File: src/rtl/lcd_id_detect.sv
// LCD panel strap detector: waits a settle interval, filters the strap pins on the
// RGB bus until they hold stable, then decodes them into a panel ID and resolution.
module lcd_id_detect #(
    parameter int SETTLE_CYC  = 1000,
    parameter int STABLE_CNT  = 16,
    parameter int TIMEOUT_CYC = 4096
) (
    input  logic        clk,
    input  logic        rst_n,
    input  logic [15:0] lcd_rgb,
    input  logic        rd_req,
    output logic [15:0] lcd_id,
    output logic [10:0] h_disp,
    output logic [10:0] v_disp,
    output logic        id_valid,
    output logic        id_err
);

    localparam int SET_W = (SETTLE_CYC  > 1) ? $clog2(SETTLE_CYC)  : 1;
    localparam int STB_W = (STABLE_CNT  > 1) ? $clog2(STABLE_CNT)  : 1;
    localparam int TO_W  = (TIMEOUT_CYC > 1) ? $clog2(TIMEOUT_CYC) : 1;

    localparam logic [SET_W-1:0] SET_LAST = SET_W'(SETTLE_CYC - 1);
    localparam logic [STB_W-1:0] STB_LAST = STB_W'(STABLE_CNT - 1);
    localparam logic [TO_W-1:0]  TO_LAST  = TO_W'(TIMEOUT_CYC - 1);

    typedef enum logic [1:0] {SETTLE, SAMPLE, DONE, ERR} state_t;

    state_t             state_q, state_d;
    logic [SET_W-1:0]   set_cnt_q, set_cnt_d;
    logic [STB_W-1:0]   stb_cnt_q, stb_cnt_d;
    logic [TO_W-1:0]    to_cnt_q, to_cnt_d;
    logic [2:0]         samp_q, samp_d;
    logic [15:0]        lcd_id_q, lcd_id_d;
    logic [10:0]        h_disp_q, h_disp_d;
    logic [10:0]        v_disp_q, v_disp_d;
    logic               id_valid_q, id_valid_d;
    logic               id_err_q, id_err_d;

    logic [2:0]         strap;
    logic               dec_known;
    logic [15:0]        dec_id;
    logic [10:0]        dec_h;
    logic [10:0]        dec_v;
    logic               strap_same;
    logic               unused_rgb;

    // Straps share pixel pins: M2 on B4, M1 on G5, M0 on R4.
    assign strap      = {lcd_rgb[4], lcd_rgb[10], lcd_rgb[15]};
    assign unused_rgb = ^{lcd_rgb[14:11], lcd_rgb[9:5], lcd_rgb[3:0]};
    assign strap_same = (strap == samp_q);

    always_comb begin
        dec_known = 1'b1;
        dec_id    = 16'h0000;
        dec_h     = 11'd0;
        dec_v     = 11'd0;
        case (strap)
            3'b000:  begin dec_id = 16'h4342; dec_h = 11'd480;  dec_v = 11'd272; end
            3'b001:  begin dec_id = 16'h7084; dec_h = 11'd800;  dec_v = 11'd480; end
            3'b010:  begin dec_id = 16'h7016; dec_h = 11'd1024; dec_v = 11'd600; end
            3'b100:  begin dec_id = 16'h4384; dec_h = 11'd800;  dec_v = 11'd480; end
            3'b101:  begin dec_id = 16'h1018; dec_h = 11'd1280; dec_v = 11'd800; end
            default: dec_known = 1'b0;
        endcase
    end

    always_comb begin
        state_d    = state_q;
        set_cnt_d  = set_cnt_q;
        stb_cnt_d  = stb_cnt_q;
        to_cnt_d   = to_cnt_q;
        samp_d     = samp_q;
        lcd_id_d   = lcd_id_q;
        h_disp_d   = h_disp_q;
        v_disp_d   = v_disp_q;
        id_valid_d = id_valid_q;
        id_err_d   = id_err_q;
        case (state_q)
            SETTLE: begin
                if (set_cnt_q == SET_LAST) begin
                    state_d   = SAMPLE;
                    stb_cnt_d = '0;
                    to_cnt_d  = '0;
                end else begin
                    set_cnt_d = set_cnt_q + SET_W'(1);
                end
            end
            SAMPLE: begin
                samp_d = strap;
                if (strap_same && stb_cnt_q != '0) begin
                    if (stb_cnt_q != '1) stb_cnt_d = stb_cnt_q + STB_W'(1);
                end else begin
                    stb_cnt_d = STB_W'(1);
                end
                if (to_cnt_q != '1) to_cnt_d = to_cnt_q + TO_W'(1);
                // An accept on the timeout edge takes priority over the timeout.
                if (strap_same && stb_cnt_q == STB_LAST) begin
                    state_d    = dec_known ? DONE : ERR;
                    lcd_id_d   = dec_id;
                    h_disp_d   = dec_h;
                    v_disp_d   = dec_v;
                    id_valid_d = dec_known;
                    id_err_d   = ~dec_known;
                end else if (to_cnt_q == TO_LAST) begin
                    state_d    = ERR;
                    lcd_id_d   = 16'h0000;
                    h_disp_d   = 11'd0;
                    v_disp_d   = 11'd0;
                    id_valid_d = 1'b0;
                    id_err_d   = 1'b1;
                end
            end
            DONE, ERR: begin
                if (rd_req) begin
                    state_d    = SETTLE;
                    set_cnt_d  = '0;
                    id_valid_d = 1'b0;
                    id_err_d   = 1'b0;
                end
            end
            default: state_d = SETTLE;
        endcase
    end

    always_ff @(posedge clk) begin
        if (!rst_n) begin
            state_q    <= SETTLE;
            set_cnt_q  <= '0;
            stb_cnt_q  <= '0;
            to_cnt_q   <= '0;
            samp_q     <= '0;
            lcd_id_q   <= '0;
            h_disp_q   <= '0;
            v_disp_q   <= '0;
            id_valid_q <= 1'b0;
            id_err_q   <= 1'b0;
        end else begin
            state_q    <= state_d;
            set_cnt_q  <= set_cnt_d;
            stb_cnt_q  <= stb_cnt_d;
            to_cnt_q   <= to_cnt_d;
            samp_q     <= samp_d;
            lcd_id_q   <= lcd_id_d;
            h_disp_q   <= h_disp_d;
            v_disp_q   <= v_disp_d;
            id_valid_q <= id_valid_d;
            id_err_q   <= id_err_d;
        end
    end

    assign lcd_id   = lcd_id_q;
    assign h_disp   = h_disp_q;
    assign v_disp   = v_disp_q;
    assign id_valid = id_valid_q;
    assign id_err   = id_err_q;

endmodule

File: config.mk
export PLATFORM = sky130hd
export DESIGN_NAME = lcd_id_detect
export DESIGN_NICKNAME = d
export VERILOG_FILES = /design/src/rtl/lcd_id_detect.sv
export SDC_FILE = /design/constraint.sdc
export NUM_CORES = 1
export LEC_CHECK = 0
export ABC_AREA = 1
export CORE_MARGIN = 5
export CORE_UTILIZATION = 49
export DETAILED_ROUTE_END_ITERATION = 10
export PLACE_DENSITY = 0.77
export SYNTH_ARGS = -nofsm -noshare
export SYNTH_HDL_FRONTEND = slang
export SYNTH_SLANG_ARGS = --single-unit
File: constraint.sdc
create_clock -name clk -period 2.2 [get_ports clk]
set_input_delay 0.44 -clock clk [delete_from_list [all_inputs] [get_ports clk]]
set_output_delay 0.44 -clock clk [all_outputs]
set_load 0.02 [all_outputs]
==> results of run 1 <==
-- critical path, stage by stage, from the launching register on --
cell and delay [ns]:
dfxtp_1 0.40, ha_1 0.23, nand2_1 0.11, nor2_2 0.15, nand4_1 0.18, nand2_2 0.31
inv_2 0.12, o21ai_0 0.20, nor2_1 0.06
-- worst min-delay path by stage --
stage / cells after the start / startpoint / to
6_report: 2 / lcd_id[12] / lcd_id[12]
5_1_grt: 2 / lcd_id[12] / lcd_id[12]
4_1_cts: 2 / lcd_id[6] / lcd_id[6]
3_5_place_dp: 2 / lcd_id[6] / lcd_id[6]
3_3_place_gp: 2 / lcd_id[3] / lcd_id[3]
2_1_floorplan: 2 / samp_q[2] / samp_q[2]
-- per-stage QoR --
step                power (mW)  setup WS [ns]  hold slack, ns  instances  utilization (%)
finish                    1.81          0.331           0.465        518             57.2
global placement          1.19          0.127           0.449        510             55.3
CTS                       1.83          0.327           0.469        518             57.2
global route              1.90          0.107           0.486        518             57.2
floorplan                 1.16          0.660           0.444        432                -
detailed placement        1.19          0.107           0.455        510             55.3
-- sequential cells by signal, summed over array words and instances, names as in the netlist --
signal,flops
id_valid,1
v_disp,3
to_cnt_q,12
stb_cnt_q,4
id_err,1
samp_q,3
set_cnt_q,10
state_q,2
lcd_id,10
h_disp,4
-- final cells by class --
type / instances / area [sq um] / share of cell area (%)
clock buffer: 7 / 76.3 / 2.41
clock inverter: 1 / 30.0 / 0.947
inverter: 45 / 169 / 5.33
multi-input combinational: 307 / 1460 / 46.0
sequential: 50 / 1000 / 31.6
tap: 72 / 90.1 / 2.84
timing repair buffer: 36 / 348 / 11.0
-- report_power, final --
part,leakage [nW],internal (mW),switching [mW]
clock network,0.0524,0.341,0.295
registers,0.404,0.928,0.0193
logic,0.811,0.0693,0.157
-- routing by layer --
metal / track usage, % / vias to the layer above
li1: - / 1362
met1: 20.0 / 1168
met2: 28.2 / 60
met3: 3.75 / 6
met4: 3.31 / 0
met5: 0 / -
-- cells by family after synthesis --
| family | count (synthesis) | synth area share (%) |
|---|---|---|
| AOI/OAI and AO/OA | 58 | 11.1 |
| xor gates and xnor gates | 3 | 0.941 |
| DFF | 50 | 35.8 |
| other | 1 | 0.134 |
| adders and majority gates | 4 | 1.79 |
| and+or+nand+nor | 228 | 36.5 |
| buffers and inverters | 75 | 13.7 |
-- layout by cell type, fill, tap and decap left out --
master | netlist | final
a211oi_1 | 1 | 1
clkbuf_1 | 4 | 2
nand2_4 | 2 | 2
clkdlybuf4s50_1 | 0 | 31
nand2_1 | 117 | 117
a211oi_2 | 1 | 1
nor2_1 | 47 | 47
nand4_1 | 11 | 11
nand3_1 | 29 | 29
inv_1 | 37 | 37
nor2_2 | 5 | 5
nand3_2 | 2 | 2
or2_2 | 1 | 1
buf_4 | 21 | 5
clkbuf_8 | 0 | 5
nor3_2 | 1 | 1
conb_1 | 1 | 14
nor2_4 | 2 | 2
nand3b_1 | 1 | 1
ha_1 | 4 | 4
a21oi_1 | 45 | 45
dfxtp_1 | 50 | 50
xor2_1 | 2 | 2
xnor2_1 | 1 | 1
o21ai_0 | 9 | 9
a21oi_2 | 1 | 1
o211a_1 | 1 | 1
bufinv_16 | 0 | 1
nand4_4 | 1 | 1
nand2_2 | 3 | 3
nor3_1 | 6 | 6
inv_2 | 8 | 8
==> metrics.md, run 1 <==
| Metric | Value |
|---|---|
| Die Y | 85.5 microns |
| Worst VDD drop | 0.000337 V |
| Antenna violations before repair | 0 |
| Final Setup Violations | 0 |
| Top FF cell, synth | dfxtp_1 |
| Synth top cells by count | 117 x nand2_1, 50 x dfxtp_1, 47 x nor2_1 |
| Layout Skew | 0.00937 ns |
| Clock-pin transition on the worst setup and hold timing paths | 0.09 ns |
| FF-to-FF End | to_cnt_q[8] |
| Top cell type's share of synthesized area | 35.8% |
| Vias per inst | 5.01 |
| Layout cells sized above 1 | 8.52% |
| Vias | 2596 |
| Max_cap viols | 0 |
| Worst-Skew Late Latency | 0.30 ns |
| Slew Viols, Final | 0 |
| IO Pins | 59 |
| CTS tree | yes |
| Crit. Startpoint | set_cnt_q[0] |
| Max Freq | 0.535 GHz |
| Gr ovfl total | 0 |
| Routed met1 length | 2.69 mm |
| Starting Density | 50.4% |
| Placed cell area | 3070 sq um |
| Final period util | 85.0% |
| Register-to-Register Setup Slack | 0.33 ns |
| Critical Path End | to_cnt_q[8] |
| PD cells | 570 nW/um^2 |
| DR top layer | met4 |
| Fin Setup TNS | 0 ns |
| Die area | 7310 sq um |
| Syn Area/Cell | 6.67 sq um |
| Die Wd | 85.5 microns |
| RR Startpoint | set_cnt_q[0] |
| Lkg Pwr | 1.27 nW |
| H-tree levels | 2 |
| RSZ-0062 raised after global routing | no |
| Synth Register Bits | 50 |
| Cts bufs inserted | 5 |
| Wire per inst | 11.2 microns |
| Worst-case reg-to-reg path depth | 8 |
| Status | completed |
| Wire length on met2 | 2.75 mm |
| Area contributors post-synth | dfxtp_1 36%, nand2_1 16%, a21oi_1 8.1% |
| EDFF count, synth | 0 |
| Number of I/O port buffers | 31 |
| Routability cong. | 0.851 |
| DRT Pass-1 Iters | 4 |
| Area of the core | 5540 sq um |
| Clk buf depth | 2 |
| Pin count of the biggest net entering global routing | 29 |
| Crit path time final | 1.87 ns |
| First-pass GRT wire length | 9.88 mm |
| Area delta synth->final | 13.5% |
| Design Area, Final | 3170 sq um |
| DP HPWL | 4.41 mm |
| CP Class | reg -> reg |
| Sink Count | 50 |
| Nets | 468 |
| Mapped Area | 2790 sq um |
| N_diodes | 0 |
| YS warnings | 0 |
| CP arrival | 2.07 ns |
| Met3 WL | 333 microns |
| CP endpoint kind | register |
| Clock root cell | clkbuf_8 |
| Rows | 27 |
| Final ANT Viol Nets | 0 |
| Final hold violations | 0 |
| Residual DRC | 0 |
| Setup Buffers After CTS | 0 |
| Post_cts resized | 0 |
| Seq/Total Area, Yosys | 35.8% |
| CTS hold repair buffers | 0 |
| Cell count after synthesis | 419 |
| Setup crit start kind | register |
| Post-Route WL | 5.82 mm |
| 1st-iter DRT viols | 132 |
| Count of cell types in the netlist | 32 |
| Ys async rst share | 0% |
| Vias in the first global route | 2333 |
| GR Util All Layers | 16.1% |
| Critical path fanouts, max | 16 |
| Filler Cells Inserted | 543 |
| Hold Path Class | reg -> reg |
| Yosys top cell by area | dfxtp_1 |
| Top-count cell post-synth | nand2_1 |
| WP data required | 2.40 ns |
No activity file was read; power rests on OpenSTA's default activity.
==> inputs of run 2 (changes only) <==
--- a/config.mk
+++ b/config.mk
@@ -7,9 +7,9 @@
 export LEC_CHECK = 0
 export ABC_AREA = 1
 export CORE_MARGIN = 5
-export CORE_UTILIZATION = 49
+export CORE_UTILIZATION = 46
 export DETAILED_ROUTE_END_ITERATION = 10
-export PLACE_DENSITY = 0.77
+export PLACE_DENSITY = 0.76
 export SYNTH_ARGS = -nofsm -noshare
 export SYNTH_HDL_FRONTEND = slang
 export SYNTH_SLANG_ARGS = --single-unit
==> constraint.sdc (replaced) <==
create_clock -name clk -period 1.63 [get_ports clk]
set_input_delay 0.326 -clock clk [delete_from_list [all_inputs] [get_ports clk]]
set_output_delay 0.326 -clock clk [all_outputs]
set_load 0.02 [all_outputs]
==> metrics.md, run 2 (synthesized netlist as in run 1, its figures left out) <==
| Metric | Value |
|---|---|
| Status | completed |
| Vias | 2797 |
| DRT Pass-1 Iters | 4 |
| H-tree levels | 2 |
| Clock power share | 31.2% |
| Switching Power | 720 uW |
| Layout Skew | 0.00744 ns |
| Critical path fanouts, max | 2 |
| Gr ovfl total | 0 |
| WP data required | 1.30 ns |
| Cell count along the critical path | 1 |
| Starting Density | 47.2% |
| Max Freq | 0.632 GHz |
| Rows | 28 |
| GR Util All Layers | 17.2% |
| DP HPWL | 5.14 mm |
| Vias in the first global route | 2494 |
| CP delay by family, top | buffers and inverters |
| Pin count of the biggest net entering global routing | 19 |
| Hold EP | samp_q[2] |
| Clk buf depth | 2 |
| Crit. Startpoint | v_disp[6] |
| Crit path time final | 1.58 ns |
| Biggest register | to_cnt_q |
| Fin util | 61.3% |
| Switching Share | 29.4% |
| Clock root cell | clkbuf_8 |
| CTS hold repair buffers | 0 |
| Sink Count | 50 |
| Hold_sp | lcd_rgb[4] |
| Post-Route WL | 6.75 mm |
| Max incr delay on CP | 0.60 ns |
| Register-to-Register Setup Slack | 0.09 ns |
| CP Cell Sequence | clkdlybuf4s50_1 |
| Worst-Skew Late Latency | 0.31 ns |
| Int Power | 1.73 mW |
| RR Startpoint | to_cnt_q[0] |
| Commonest non-fill, non-tap cells in the layout | 114 x nand2_1, 45 x dfxtp_1, 44 x nor2_1 |
| FF-to-FF End | state_q[0] |
| Antenna violations before repair | 0 |
| Power share of the sequential group | 52.2% |
| CP arrival | 1.26 ns |
| PD cells | 674 nW/um^2 |
| Final ANT Viol Nets | 0 |
| Area of the core | 5920 sq um |
| Residual DRC | 0 |
| Number of I/O port buffers | 31 |
| Die Y | 87.9 microns |
| Wire per inst | 12.0 microns |
| Vias per inst | 4.98 |
| Buf+Inv Stages, Crit Path | 1 |
| Die area | 7730 sq um |
| Worst VDD drop | 0.000533 V |
| Routability cong. | 0.855 |
| Area delta synth->final | 29.9% |
| Clock-pin transition on the worst setup and hold timing paths | 0.10 ns |
| Slowest-stage cell, CP | clkdlybuf4s50_1 |
| CP endpoint kind | output port |
| Cts bufs inserted | 5 |
| Commonest non-fill, non-tap cell in the layout | nand2_1 |
| Hold Path Class | in -> reg |
| First-pass GRT wire length | 10.7 mm |
| Final Setup Violations | 0 |
| Hold WS | 0.442 ns |
| Final period util | 97.0% |
| Slew Viols, Final | 0 |
| Nets | 509 |
| Largest register FFs | 12 |
| N_diodes | 0 |
| Final hold violations | 0 |
| Combinational fraction of design power | 16.5% |
| CTS tree | yes |
| Max_cap viols | 0 |
| Lkg Pwr | 1.91 nW |
| Die Wd | 87.9 microns |
| Hold path cells | 3 |
| IO Pins | 59 |
| 1st-iter DRT viols | 120 |
| CP Class | reg -> out |
| Worst-case reg-to-reg path depth | 10 |
| Layout cells sized above 1 | 19.7% |
| Setup crit start kind | register |
-- run 2: cell types whose count changed in the layout (fill, tap and decap cells not counted), moves of 3 or more --
cell,previous run,this run
nand2_4,2,5
dfxtp_1,50,45
clkdlybuf4s50_1,31,3
nand2_1,117,114
buf_12,0,4
dlymetal6s2s_1,0,23
dfxtp_2,0,5
buf_4,5,41
dlygate4sd2_1,0,5
nor2_1,47,44
-- run 2: power groups by stage --
stage | Combinational, mW | Clock (mW) | Sequential (mW)
after floorplan | 0.258 | 0 | 1.31
after global placement | 0.379 | 0 | 1.30
after detailed placement | 0.391 | 0 | 1.30
after CTS | 0.394 | 0.782 | 1.27
after global routing | 0.451 | 0.841 | 1.28
final | 0.405 | 0.765 | 1.28
-- run 2: final cells by class --
type,instances,area [sq um]
clock buffers,5,68.8
fillers,541,2290
inverters,45,169
flip-flops and latches,50,1010
multi-input cells,308,1520
repair buffers,76,749
well taps,75,93.8
clock inverters,3,25.0
-- run 2: worst max path at each step --
stage                         to  slack, ns
floorplan            to_cnt_q[0]       0.09
global placement      state_q[0]      -0.21
detailed placement  stb_cnt_q[1]      -0.23
CTS                    h_disp[6]     0.0003
global route          state_q[0]     -0.005
finish                 v_disp[6]       0.05
-- run 2: repair_timing --
| item | in CTS | in global routing |
|---|---|---|
| pin swaps | 0 | 4 |
| setup buffers | 0 | 2 |
| resized for setup | 7 | 41 |
| cloned | 0 | 1 |
| endpoints found under the setup margin | 9 | 50 |
-- run 2: per-layer routing --
layer	vias to the layer above	share of wire, %	GRT usage, %
li1	1439	-	-
met1	1271	44	20.8
met2	73	49	30.4
met3	14	5.4	3.67
met4	0	1.7	5.58
met5	-	0	0
-- run 2: through the flow --
step | cell area [sq um] | std cells | worst slack [ns] | setup TNS, ns | total power, mW
global route | 3630 | 562 | -0.00544 | -0.0103 | 2.58
floorplan | 2840 | 432 | 0.0903 | 0 | 1.56
CTS | 3500 | 559 | 0.000282 | 0 | 2.45
finish | 3630 | 562 | 0.0490 | 0 | 2.45
detailed placement | 3400 | 551 | -0.229 | -4.47 | 1.69
global placement | 3400 | 551 | -0.209 | -3.89 | 1.68
==> inputs of run 3 (changes only) <==
--- a/config.mk
+++ b/config.mk
@@ -6,10 +6,13 @@
 export NUM_CORES = 1
 export LEC_CHECK = 0
 export ABC_AREA = 1
+export CELL_PAD_IN_SITES_DETAIL_PLACEMENT = 0
+export CELL_PAD_IN_SITES_GLOBAL_PLACEMENT = 1
 export CORE_MARGIN = 5
-export CORE_UTILIZATION = 46
+export CORE_UTILIZATION = 32
 export DETAILED_ROUTE_END_ITERATION = 10
-export PLACE_DENSITY = 0.76
+export PLACE_DENSITY_LB_ADDON = 0.1
+export SKIP_LAST_GASP = 1
 export SYNTH_ARGS = -nofsm -noshare
 export SYNTH_HDL_FRONTEND = slang
 export SYNTH_SLANG_ARGS = --single-unit
==> metrics.md, run 3 (synthesized netlist as in run 1, its figures left out) <==
| Metric | Value |
|---|---|
| Status | completed |
| Fin Setup TNS | 0 ns |
| Design Area, Final | 3870 sq um |
| Layout Skew | 0.00708 ns |
| RSZ-0062 raised after global routing | yes |
| CP endpoint kind | output port |
| Setup crit start kind | register |
| Final period util | 96.5% |
| Vias per inst | 4.47 |
| Lkg Pwr | 1.87 nW |
| Die area | 10700 sq um |
| Critical path fanouts, max | 2 |
| Worst VDD drop | 0.000474 V |
| Starting Density | 32.4% |
| GR Util All Layers | 14.3% |
| Routability cong. | 0.794 |
| Residual DRC | 0 |
| CP Cell Sequence | clkdlybuf4s50_1 |
| Clock-pin transition on the worst setup and hold timing paths | 0.09 ns |
| IO Pins | 59 |
| WP data required | 1.30 ns |
| Worst-case reg-to-reg path depth | 9 |
| Clock root cell | clkbuf_8 |
| Post-Route WL | 7.29 mm |
| Rows | 34 |
| CP Class | reg -> out |
| First-pass GRT wire length | 12.1 mm |
| Hold path cells | 3 |
| CTS tree | yes |
| Gr ovfl total | 0 |
| Final hold violations | 0 |
| Slew Viols, Final | 0 |
| Nets | 532 |
| Crit path time final | 1.57 ns |
| Clk buf depth | 2 |
| N_diodes | 0 |
| CP delay by family, top | buffers and inverters |
| Layout cells sized above 1 | 24.9% |
| Antenna violations before repair | 0 |
| DRT Pass-1 Iters | 4 |
| DP HPWL | 5.40 mm |
| Sink Count | 50 |
| PD cells | 675 nW/um^2 |
| Placed cell area | 3520 sq um |
| Final ANT Viol Nets | 0 |
| Crit. Startpoint | lcd_id[14] |
| CP arrival | 1.25 ns |
| Vias | 2761 |
| Max Freq | 0.636 GHz |
| FF-to-FF End | to_cnt_q[5] |
| RR Startpoint | set_cnt_q[1] |
| CTS hold repair buffers | 0 |
| Commonest non-fill, non-tap cells in the layout | 111 x nand2_1, 65 x buf_4, 45 x nor2_1 |
| Die Wd | 103 microns |
| Max_cap viols | 0 |
| Hold_sp | lcd_rgb[4] |
| Biggest register | to_cnt_q |
| Area of the core | 8640 sq um |
| Number of I/O port buffers | 31 |
| Buf+Inv Stages, Crit Path | 1 |
| Hold WS | 0.462 ns |
| Die Y | 103 microns |
| 1st-iter DRT viols | 108 |
| Cts bufs inserted | 5 |
| Slowest-stage cell, CP | clkdlybuf4s50_1 |
| Max incr delay on CP | 0.61 ns |
| Pin count of the biggest net entering global routing | 19 |
| Final Setup Violations | 0 |
| Register-to-Register Setup Slack | 0.08 ns |
| Area delta synth->final | 38.6% |
| Commonest non-fill, non-tap cell in the layout | nand2_1 |
| Total power | 2.62 mW |
| Hold EP | samp_q[2] |
| Vias in the first global route | 2573 |
| Hold Path Class | in -> reg |
| Largest register FFs | 12 |
| H-tree levels | 2 |
| Worst-Skew Late Latency | 0.30 ns |
| Wire per inst | 11.8 microns |
## run 3: layer usage
layer,vias up,global-route usage (%),routed length [microns]
met1,1228,19.5,3510
met2,39,23.4,3410
met5,-,0,0
met3,6,2.28,263
li1,1488,-,-
met4,0,4.28,107
## run 3: how the worst max path moves through the flow
stage | to | slack (ns) | depth (start not counted)
after global routing | to_cnt_q[5] | -0.05 | 9
after detailed placement | state_q[0] | -0.27 | 9
final | lcd_id[14] | 0.06 | 1
after floorplan | to_cnt_q[0] | 0.09 | 8
after global placement | state_q[0] | -0.29 | 9
after CTS | to_cnt_q[8] | -0.009 | 10
## run 3: final cells by class
type	count	area, sq um
multi-input cells	307	1580
well taps	108	135
fillers	931	4760
clock buffers	7	76.3
inverters	45	171
flip-flops and latches	50	1010
repair buffers	100	875
clock inverters	1	30.0
## run 3: tightest hold or removal path, cell delays in order
cell	delay, ns
dlymetal6s2s_1	0.17
o21ai_0	0.18
a21oi_1	0.04
## run 3: stage by stage
stage	utilization, %	worst slack (ns)	cells
6_report	44.9	0.0565	618
2_1_floorplan	-	0.0903	432
5_1_grt	44.9	-0.0454	618
3_5_place_dp	40.8	-0.273	601
4_1_cts	42.7	-0.00897	615
3_3_place_gp	40.8	-0.294	601
## run 3: power breakdown
group          switching (mW)  internal, mW  leakage (nW)  total [mW]
clock                   0.416         0.460        0.0524       0.877
combinational           0.261         0.195          1.41       0.455
sequential             0.0278          1.26         0.407        1.28
total                   0.705          1.91          1.87        2.62
## run 3: what timing repair did
item | 4_1_cts | 5_1_grt
gates resized for setup | 12 | 48
buffers inserted | 6 | 4
pin swaps | 3 | 13
endpoints found under the setup margin | 16 | 50
